[src/rtl/time_set_ctrl.sv]
// time_set_ctrl: run/set sequencer for the hh:mm:ss time-of-day counter.
// Generates the one-second count enable in RUN, and lets the user edit
// hour/minute/second with mode/inc/dec buttons before a one-cycle load.
module time_set_ctrl #(
  parameter int unsigned CLK_DIV   = 50_000_000,
  parameter int unsigned TIMEOUT_S = 30
) (
  input  logic       clk,
  input  logic       reset,
  input  logic       btn_mode,
  input  logic       btn_inc,
  input  logic       btn_dec,
  input  logic [5:0] cur_hour,
  input  logic [5:0] cur_min,
  input  logic [5:0] cur_sec,
  output logic       tick_en,
  output logic       load,
  output logic [5:0] load_hour,
  output logic [5:0] load_min,
  output logic [5:0] load_sec,
  output logic [1:0] edit_field,
  output logic       blink
);

  localparam int unsigned FW = 6;
  localparam int unsigned PW = (CLK_DIV > 1) ? $clog2(CLK_DIV) : 1;
  localparam int unsigned TW = $clog2(TIMEOUT_S + 1);

  localparam logic [PW-1:0] PRESC_MAX  = PW'(CLK_DIV - 1);
  localparam logic [PW-1:0] PRESC_HALF = PW'(CLK_DIV / 2);
  localparam logic [TW-1:0] TMO_LIMIT  = TW'(TIMEOUT_S);
  localparam logic [FW-1:0] HOUR_MAX   = FW'(23);
  localparam logic [FW-1:0] MS_MAX     = FW'(59);
  localparam logic [FW-1:0] HOUR_LIM   = FW'(24);
  localparam logic [FW-1:0] MS_LIM     = FW'(60);

  typedef enum logic [2:0] {
    ST_RUN,
    ST_SET_HOUR,
    ST_SET_MIN,
    ST_SET_SEC,
    ST_COMMIT
  } state_e;

  state_e          state_q, state_d;
  logic [PW-1:0]   presc_q, presc_d;
  logic [TW-1:0]   tmo_q, tmo_d;
  logic            btn_mode_q, btn_inc_q, btn_dec_q;
  logic [FW-1:0]   edit_hour_q, edit_hour_d;
  logic [FW-1:0]   edit_min_q, edit_min_d;
  logic [FW-1:0]   edit_sec_q, edit_sec_d;
  logic            tick_en_q, tick_en_d;
  logic            load_q, load_d;
  logic [FW-1:0]   load_hour_q, load_hour_d;
  logic [FW-1:0]   load_min_q, load_min_d;
  logic [FW-1:0]   load_sec_q, load_sec_d;

  logic            rise_mode, rise_inc, rise_dec, any_rise;
  logic            sec_pulse;
  logic [TW-1:0]   tmo_inc;

  // Increment with explicit wrap at max back to zero.
  function automatic logic [FW-1:0] wrap_inc(input logic [FW-1:0] v,
                                             input logic [FW-1:0] max);
    return (v >= max) ? '0 : v + FW'(1);
  endfunction

  // Decrement with explicit wrap from zero up to max.
  function automatic logic [FW-1:0] wrap_dec(input logic [FW-1:0] v,
                                             input logic [FW-1:0] max);
    return (v == '0) ? max : v - FW'(1);
  endfunction

  // Button edges, one-second strobe and timeout increment.
  always_comb begin
    rise_mode = btn_mode & ~btn_mode_q;
    rise_inc  = btn_inc  & ~btn_inc_q;
    rise_dec  = btn_dec  & ~btn_dec_q;
    any_rise  = rise_mode | rise_inc | rise_dec;
    sec_pulse = (presc_q == PRESC_MAX);
    tmo_inc   = tmo_q + TW'(1);
  end

  // Next-state, edit-field and output computation.
  always_comb begin
    state_d     = state_q;
    tmo_d       = tmo_q;
    edit_hour_d = edit_hour_q;
    edit_min_d  = edit_min_q;
    edit_sec_d  = edit_sec_q;
    load_hour_d = load_hour_q;
    load_min_d  = load_min_q;
    load_sec_d  = load_sec_q;

    // Prescaler free-runs everywhere; COMMIT restarts the second boundary.
    if (state_q == ST_COMMIT) begin
      presc_d = '0;
    end else if (sec_pulse) begin
      presc_d = '0;
    end else begin
      presc_d = presc_q + PW'(1);
    end

    case (state_q)
      ST_RUN: begin
        tmo_d = '0;
        if (rise_mode) begin
          state_d     = ST_SET_HOUR;
          edit_hour_d = (cur_hour >= HOUR_LIM) ? '0 : cur_hour;
          edit_min_d  = (cur_min  >= MS_LIM)   ? '0 : cur_min;
          edit_sec_d  = (cur_sec  >= MS_LIM)   ? '0 : cur_sec;
        end
      end

      ST_SET_HOUR, ST_SET_MIN, ST_SET_SEC: begin
        if (any_rise) begin
          tmo_d = '0;
        end else if (sec_pulse) begin
          tmo_d = tmo_inc;
        end

        if (rise_mode) begin
          case (state_q)
            ST_SET_HOUR: state_d = ST_SET_MIN;
            ST_SET_MIN:  state_d = ST_SET_SEC;
            default:     state_d = ST_COMMIT;
          endcase
        end else if (!any_rise && sec_pulse && (tmo_inc == TMO_LIMIT)) begin
          state_d = ST_RUN;
          tmo_d   = '0;
        end else if (rise_inc != rise_dec) begin
          case (state_q)
            ST_SET_HOUR: edit_hour_d = rise_inc ? wrap_inc(edit_hour_q, HOUR_MAX)
                                                : wrap_dec(edit_hour_q, HOUR_MAX);
            ST_SET_MIN:  edit_min_d  = rise_inc ? wrap_inc(edit_min_q, MS_MAX)
                                                : wrap_dec(edit_min_q, MS_MAX);
            default:     edit_sec_d  = rise_inc ? wrap_inc(edit_sec_q, MS_MAX)
                                                : wrap_dec(edit_sec_q, MS_MAX);
          endcase
        end
      end

      ST_COMMIT: begin
        state_d = ST_RUN;
        tmo_d   = '0;
      end

      default: begin
        state_d = ST_RUN;
        tmo_d   = '0;
      end
    endcase

    tick_en_d = (state_q == ST_RUN) && sec_pulse;
    load_d    = (state_d == ST_COMMIT);
    if (load_d) begin
      load_hour_d = edit_hour_d;
      load_min_d  = edit_min_d;
      load_sec_d  = edit_sec_d;
    end
  end

  // State and datapath registers.
  always_ff @(posedge clk or posedge reset) begin
    if (reset) begin
      state_q     <= ST_RUN;
      presc_q     <= '0;
      tmo_q       <= '0;
      btn_mode_q  <= 1'b0;
      btn_inc_q   <= 1'b0;
      btn_dec_q   <= 1'b0;
      edit_hour_q <= '0;
      edit_min_q  <= '0;
      edit_sec_q  <= '0;
      tick_en_q   <= 1'b0;
      load_q      <= 1'b0;
      load_hour_q <= '0;
      load_min_q  <= '0;
      load_sec_q  <= '0;
    end else begin
      state_q     <= state_d;
      presc_q     <= presc_d;
      tmo_q       <= tmo_d;
      btn_mode_q  <= btn_mode;
      btn_inc_q   <= btn_inc;
      btn_dec_q   <= btn_dec;
      edit_hour_q <= edit_hour_d;
      edit_min_q  <= edit_min_d;
      edit_sec_q  <= edit_sec_d;
      tick_en_q   <= tick_en_d;
      load_q      <= load_d;
      load_hour_q <= load_hour_d;
      load_min_q  <= load_min_d;
      load_sec_q  <= load_sec_d;
    end
  end

  // Field select decode and blink phase for the display.
  always_comb begin
    case (state_q)
      ST_SET_HOUR: edit_field = 2'd1;
      ST_SET_MIN:  edit_field = 2'd2;
      ST_SET_SEC:  edit_field = 2'd3;
      ST_COMMIT:   edit_field = 2'd3;
      default:     edit_field = 2'd0;
    endcase
    blink = ((state_q == ST_SET_HOUR) || (state_q == ST_SET_MIN) ||
             (state_q == ST_SET_SEC)) && (presc_q >= PRESC_HALF);
  end

  assign tick_en   = tick_en_q;
  assign load      = load_q;
  assign load_hour = load_hour_q;
  assign load_min  = load_min_q;
  assign load_sec  = load_sec_q;

endmodule

[config.mk]
export PLATFORM = sky130hd
export DESIGN_NAME = time_set_ctrl
export DESIGN_NICKNAME = d
export VERILOG_FILES = /design/src/rtl/time_set_ctrl.sv
export SDC_FILE = /design/constraint.sdc
export NUM_CORES = 1
export LEC_CHECK = 0
export ABC_AREA = 1
export BUFFER_PORTS_ARGS = -buffer_cell sky130_fd_sc_hd__buf_2
export CAP_MARGIN = 40
export CORE_ASPECT_RATIO = 1.5
export CORE_UTILIZATION = 45
export CTS_CLUSTER_SIZE = 25
export DETAILED_ROUTE_END_ITERATION = 10
export HOLD_SLACK_MARGIN = 0.06
export SYNTH_ARGS = -nofsm -noshare
export SYNTH_HDL_FRONTEND = slang
export SYNTH_SLANG_ARGS = --single-unit
[constraint.sdc]
create_clock -name clk -period 4.7 [get_ports clk]
set_clock_uncertainty 0.2 [all_clocks]
set_input_delay 0.94 -clock clk [delete_from_list [all_inputs] [get_ports clk]]
set_output_delay 0.94 -clock clk [all_outputs]
set_load 0.05 [all_outputs]
Word-level counts from Yosys, hierarchy flattened. Cells that the tools add are included.

Flip-flop bits (word level): 75. Bits of input ports: 23. Output and inout port bits: 23.

$add $sub $neg: 8. $lt $le $gt $ge: 7. Equality and inequality tests: 8. Muxes and demuxes: 43. Bitwise gates (word level): 8. Reductions and logical operators: 14.

Operators by type and width (count): $mux 6 (27); $mux 26 (2); $pmux 6 s2 (3); $add 26x1->26 const B (1); $eq 26x26->1 const B (1); $ge 26x25->1 const B (1); $mux 5 (5); $ge 6x6->1 const B (4); $add 6x1->6 const B (3); $logic_not 6->1 (3); $sub 6x1->6 const B (3); $ge 6x5->1 const B (2); $pmux 3 s2 (2); $mux 3 (3); $eq 3x2->1 const B (2); $eq 3x3->1 const B (2); $pmux 2 s3 (1); $add 5x1->5 const B (1); $eq 5x5->1 const B (1); $logic_and 1x1->1 (4); $reduce_or 2->1 (2); $and 1x1->1 (3); $eq 3x1->1 const B (1); $logic_not 3->1 (1); other kinds (6) (10).

Depth between registers and ports, before layout.
Depth in word-level cells: 11. Mapped depth: 12. Mapped depth without buffers: 12.

Worst setup path after synthesis. OpenSTA, ideal clock, no wires.

Path type: reg2out. Start point: reg state_q[2]. End point: out edit_field[0]. Arrival: 1.817 ns. Path slack: 1.743 ns. Stages on the path, launching flop included: 4. Buffers on the path: 2. Cell sequence: dfrtp_1 -> buf_2 -> clkbuf_1 -> o21ai_0.

Cells in the longest elaborated chain, start to end: 3. Elaborated cells on any way between the ends: 6.

Ends and longest elaborated chain: start, declared (line 45) `state_e state_q, state_d;`; start signal, assigned (line 181) `state_q <= state_d;`; $eq 3x3->1 or $eq 3x2->1 (tied branches) (line 200) `case (state_q)`; $reduce_or 2->1 (no line); $pmux 2 s3 * (line 200); end, declared (line 21) `output logic [1:0] edit_field,`.

Every way passes the cells marked *; elsewhere a longest branch is shown, timed or not.

Worst setup path after layout.
Start point: reg presc_q[18]. End point: out blink.

Cells in the longest elaborated chain, start to end: 2.

Ends and longest elaborated chain: start, declared (line 46) `logic [PW-1:0] presc_q, presc_d;`; start signal, assigned (line 182) `presc_q <= presc_d;`; $ge 26x25->1 (line 208) `(state_q == ST_SET_SEC)) && (presc_q >= PRESC_HALF);`; $logic_and 1x1->1 (line 208); end, declared (line 22) `output logic blink`.

Every way passes these cells.

==> reports/metrics.csv <==
metric;value;unit
die-width;88.17;µm
cp_max_fo;6;
final_util;0.5276;
io_pins;46;
cts_buffer_depth;2;
wirelength_met1;5770;µm
report.final.hold_viol_count;0;
numPortBuffers;45;
drive_gt1_frac;0.09352;
grt_usage;0.2583;
worst_pin_slew;0.7994;ns
dr_total_vias;5018;
seq_area;1877;µm²
holdWs;0.2756;ns
insertion_delay;0.33;ns
synth-edff-count;0;
synth-seq-cells;75;
switching_share;0.3874;
clk_pin_slew_worst_paths;0.06;ns
vdd_drop_max;0.0002908;V
cts_num_sinks;75;
synthFlopType;dfrtp_1;
antenna_found_initial;0;
endpoint_kind;output port;
first_global_vias;4941;
p_sw;0.0008999;W
yosys_warnings;0;
combPwrFrac;0.322;
dr.first_iter.drc_count;301;
fin_setup_tns;0;ns
post-place-ws;1.533;ns
synth_cell_types;31;
setup_ws;1.720;ns
async_reset_ff_frac;1.000;
synth.most_common_cell;nand2_1;
postRouteWirelength;14090;µm
n_antenna_cell;0;
arrival;1.84;ns
syn_area;5012;µm²
dr.max_layer_used;met4;
hp-class;reg2reg;
grt_setup_unrepaired;no;
avgSynthCellArea;6.613;µm²
max_freq;0.3356;GHz
initial_core_util;0.4682;
critPathRequiredTime;3.56;ns
cts_tree;built;
syn_inst;758;
drc;0;
fin_nets;831;
intPower;0.001423;W
fill_cells;1117;
yosys.area.top_type;dfrtp_1;
cts-root-buf;clkbuf_16;
p_per_area;411.3;nW/µm²
grt_start_max_net_pins;47;
cts.hold.buffers_added;0;
cp-start-kind;flip-flop;
synth_common_cells;nand2_1 (258), nor2_1 (94), nand3_1 (89);
cap_violations;0;
fin_crit;2.980;ns
rows;46;
routed-wl-met3;555;µm
gr-total-overflow;0;
final_cells;946;
routed-wl-met2;7240;µm
p_leak;2.912;nW
crit_type;reg2out;
status;complete, no violations;
max_slew_margin;0.4665;
post_cts_buffers;0;
synth-seq-area-share;0.3744;
die-area;11570;µm²
synthesis.nets;792;
cts_resized;0;
area_growth;12.68;%
maxSlewViolCount;0;
synth_area_leaders;dfrtp_1 (37%), nand2_1 (19%), nand3_1 (8.9%);
cts_max_level;3;
timing.final.crit_share;0.6340;
clkPwrFrac;0.289;
pwr-share-seq;0.389;
wl_per_cell;14.89;µm
place_hpwl;10790;µm
ant_nets;0;
finalSetupViolations;0;
die_h;131.3;µm
globalplace.congestion;1.034;
core;10710;µm²
cts_buffers;9;
dp.cells;930;
multiInputGateArea;2741;µm²
via_per_inst;5.304;
dr.pass1.iters;4;
yosysTopAreaCellShare;0.3744;
grt_first_pass_wirelength;23520;µm
final timing paths:
| path | from | to | slack [ns] | depth (start not counted) |
|---|---|---|---|---|
| max | presc_q[18] | blink | 1.72 | 7 |
| min | load_hour[1] | load_hour[1] | 0.28 | 2 |
| max reg2reg | state_q[2] | load_sec[0] | 2.02 | 9 |
| min reg2reg | load_hour[1] | load_hour[1] | 0.28 | 2 |
| max in group asynchronous | reset | presc_q[23] | 2.90 | 3 |
| min in group asynchronous | reset | presc_q[1] | 0.53 | 2 |
final cells by class:
cell class                 count  area share
clock inverter                 2    0.006203
tap                          144     0.03190
timing repair buffer          50     0.04652
clock buffer                  14     0.04497
multi-input combinational    582      0.4854
sequential                    75      0.3323
inverter                      79     0.05272
worst max-delay path, cell delays in order (launching register included):
cell and delay, ns:
dfrtp_1 0.50, nand4_1 0.19, nor3_1 0.17, nand3_1 0.09, a21oi_1 0.12, o21ai_0 0.12
inv_1 0.07, buf_2 0.25
metal layers:
| metal | vias up | global-route usage |
|---|---|---|
| met4 | 0 | 0.1254 |
| met2 | 138 | 0.4440 |
| met3 | 38 | 0.03957 |
| met5 | - | 0 |
| li1 | 2533 | - |
| met1 | 2309 | 0.3053 |
registers in the layout, indices dropped and copies added (netlist names):
name         cells
btn_dec_q        1
btn_inc_q        1
btn_mode_q       1
edit_hour_q      6
edit_min_q       6
edit_sec_q       6
load             1
load_hour        6
load_min         6
load_sec         6
presc_q         26
state_q          3
tick_en          1
tmo_q            5
through the flow:
stage	total power, W	cell area, µm²
global placement	0.001646	5351
global route	0.002477	5648
finish	0.002323	5648
floorplan	0.001460	5012
CTS	0.002330	5648
detailed placement	0.001650	5359
cells by family (layout without fill, tap and decap cells):
logic type | Yosys count | count (layout) | share of synthesized area
AOI/OAI and AO/OA | 60 | 60 | 0.07065
xor gates and xnor gates | 14 | 14 | 0.02446
adders and majority gates | 11 | 11 | 0.02746
buffers and inverters | 101 | 145 | 0.07913
DFF | 75 | 75 | 0.3744
and+or+nand+nor | 497 | 497 | 0.4239
cells in the final DEF, fill, tap and decap left out, types with 2 or more instances in the layout:
cell	count
clkinv_2	2
inv_1	74
nand2_1	258
clkbuf_1	4
xnor2_1	3
dfrtp_1	75
nor2_1	93
nor3_4	2
inv_2	3
nor4_1	4
or2_2	2
xor2_1	11
nand3_2	2
o211ai_1	17
nand3b_1	4
ha_1	11
nand3_1	89
nor3_1	21
buf_4	5
nand4_1	16
o21ai_0	22
a21oi_1	17
buf_2	45
nor2_2	2
clkbuf_16	9
power by group through the flow:
stage | Sequential, W | Clock (W) | Combinational (W)
after floorplan | 0.000877 | 0 | 0.000584
after global placement | 0.000911 | 0 | 0.000735
after detailed placement | 0.000909 | 0 | 0.000742
after CTS | 0.000898 | 0.000687 | 0.000745
after global routing | 0.000921 | 0.000707 | 0.000849
final | 0.000903 | 0.000672 | 0.000747
(Power assumes the default switching activity.)
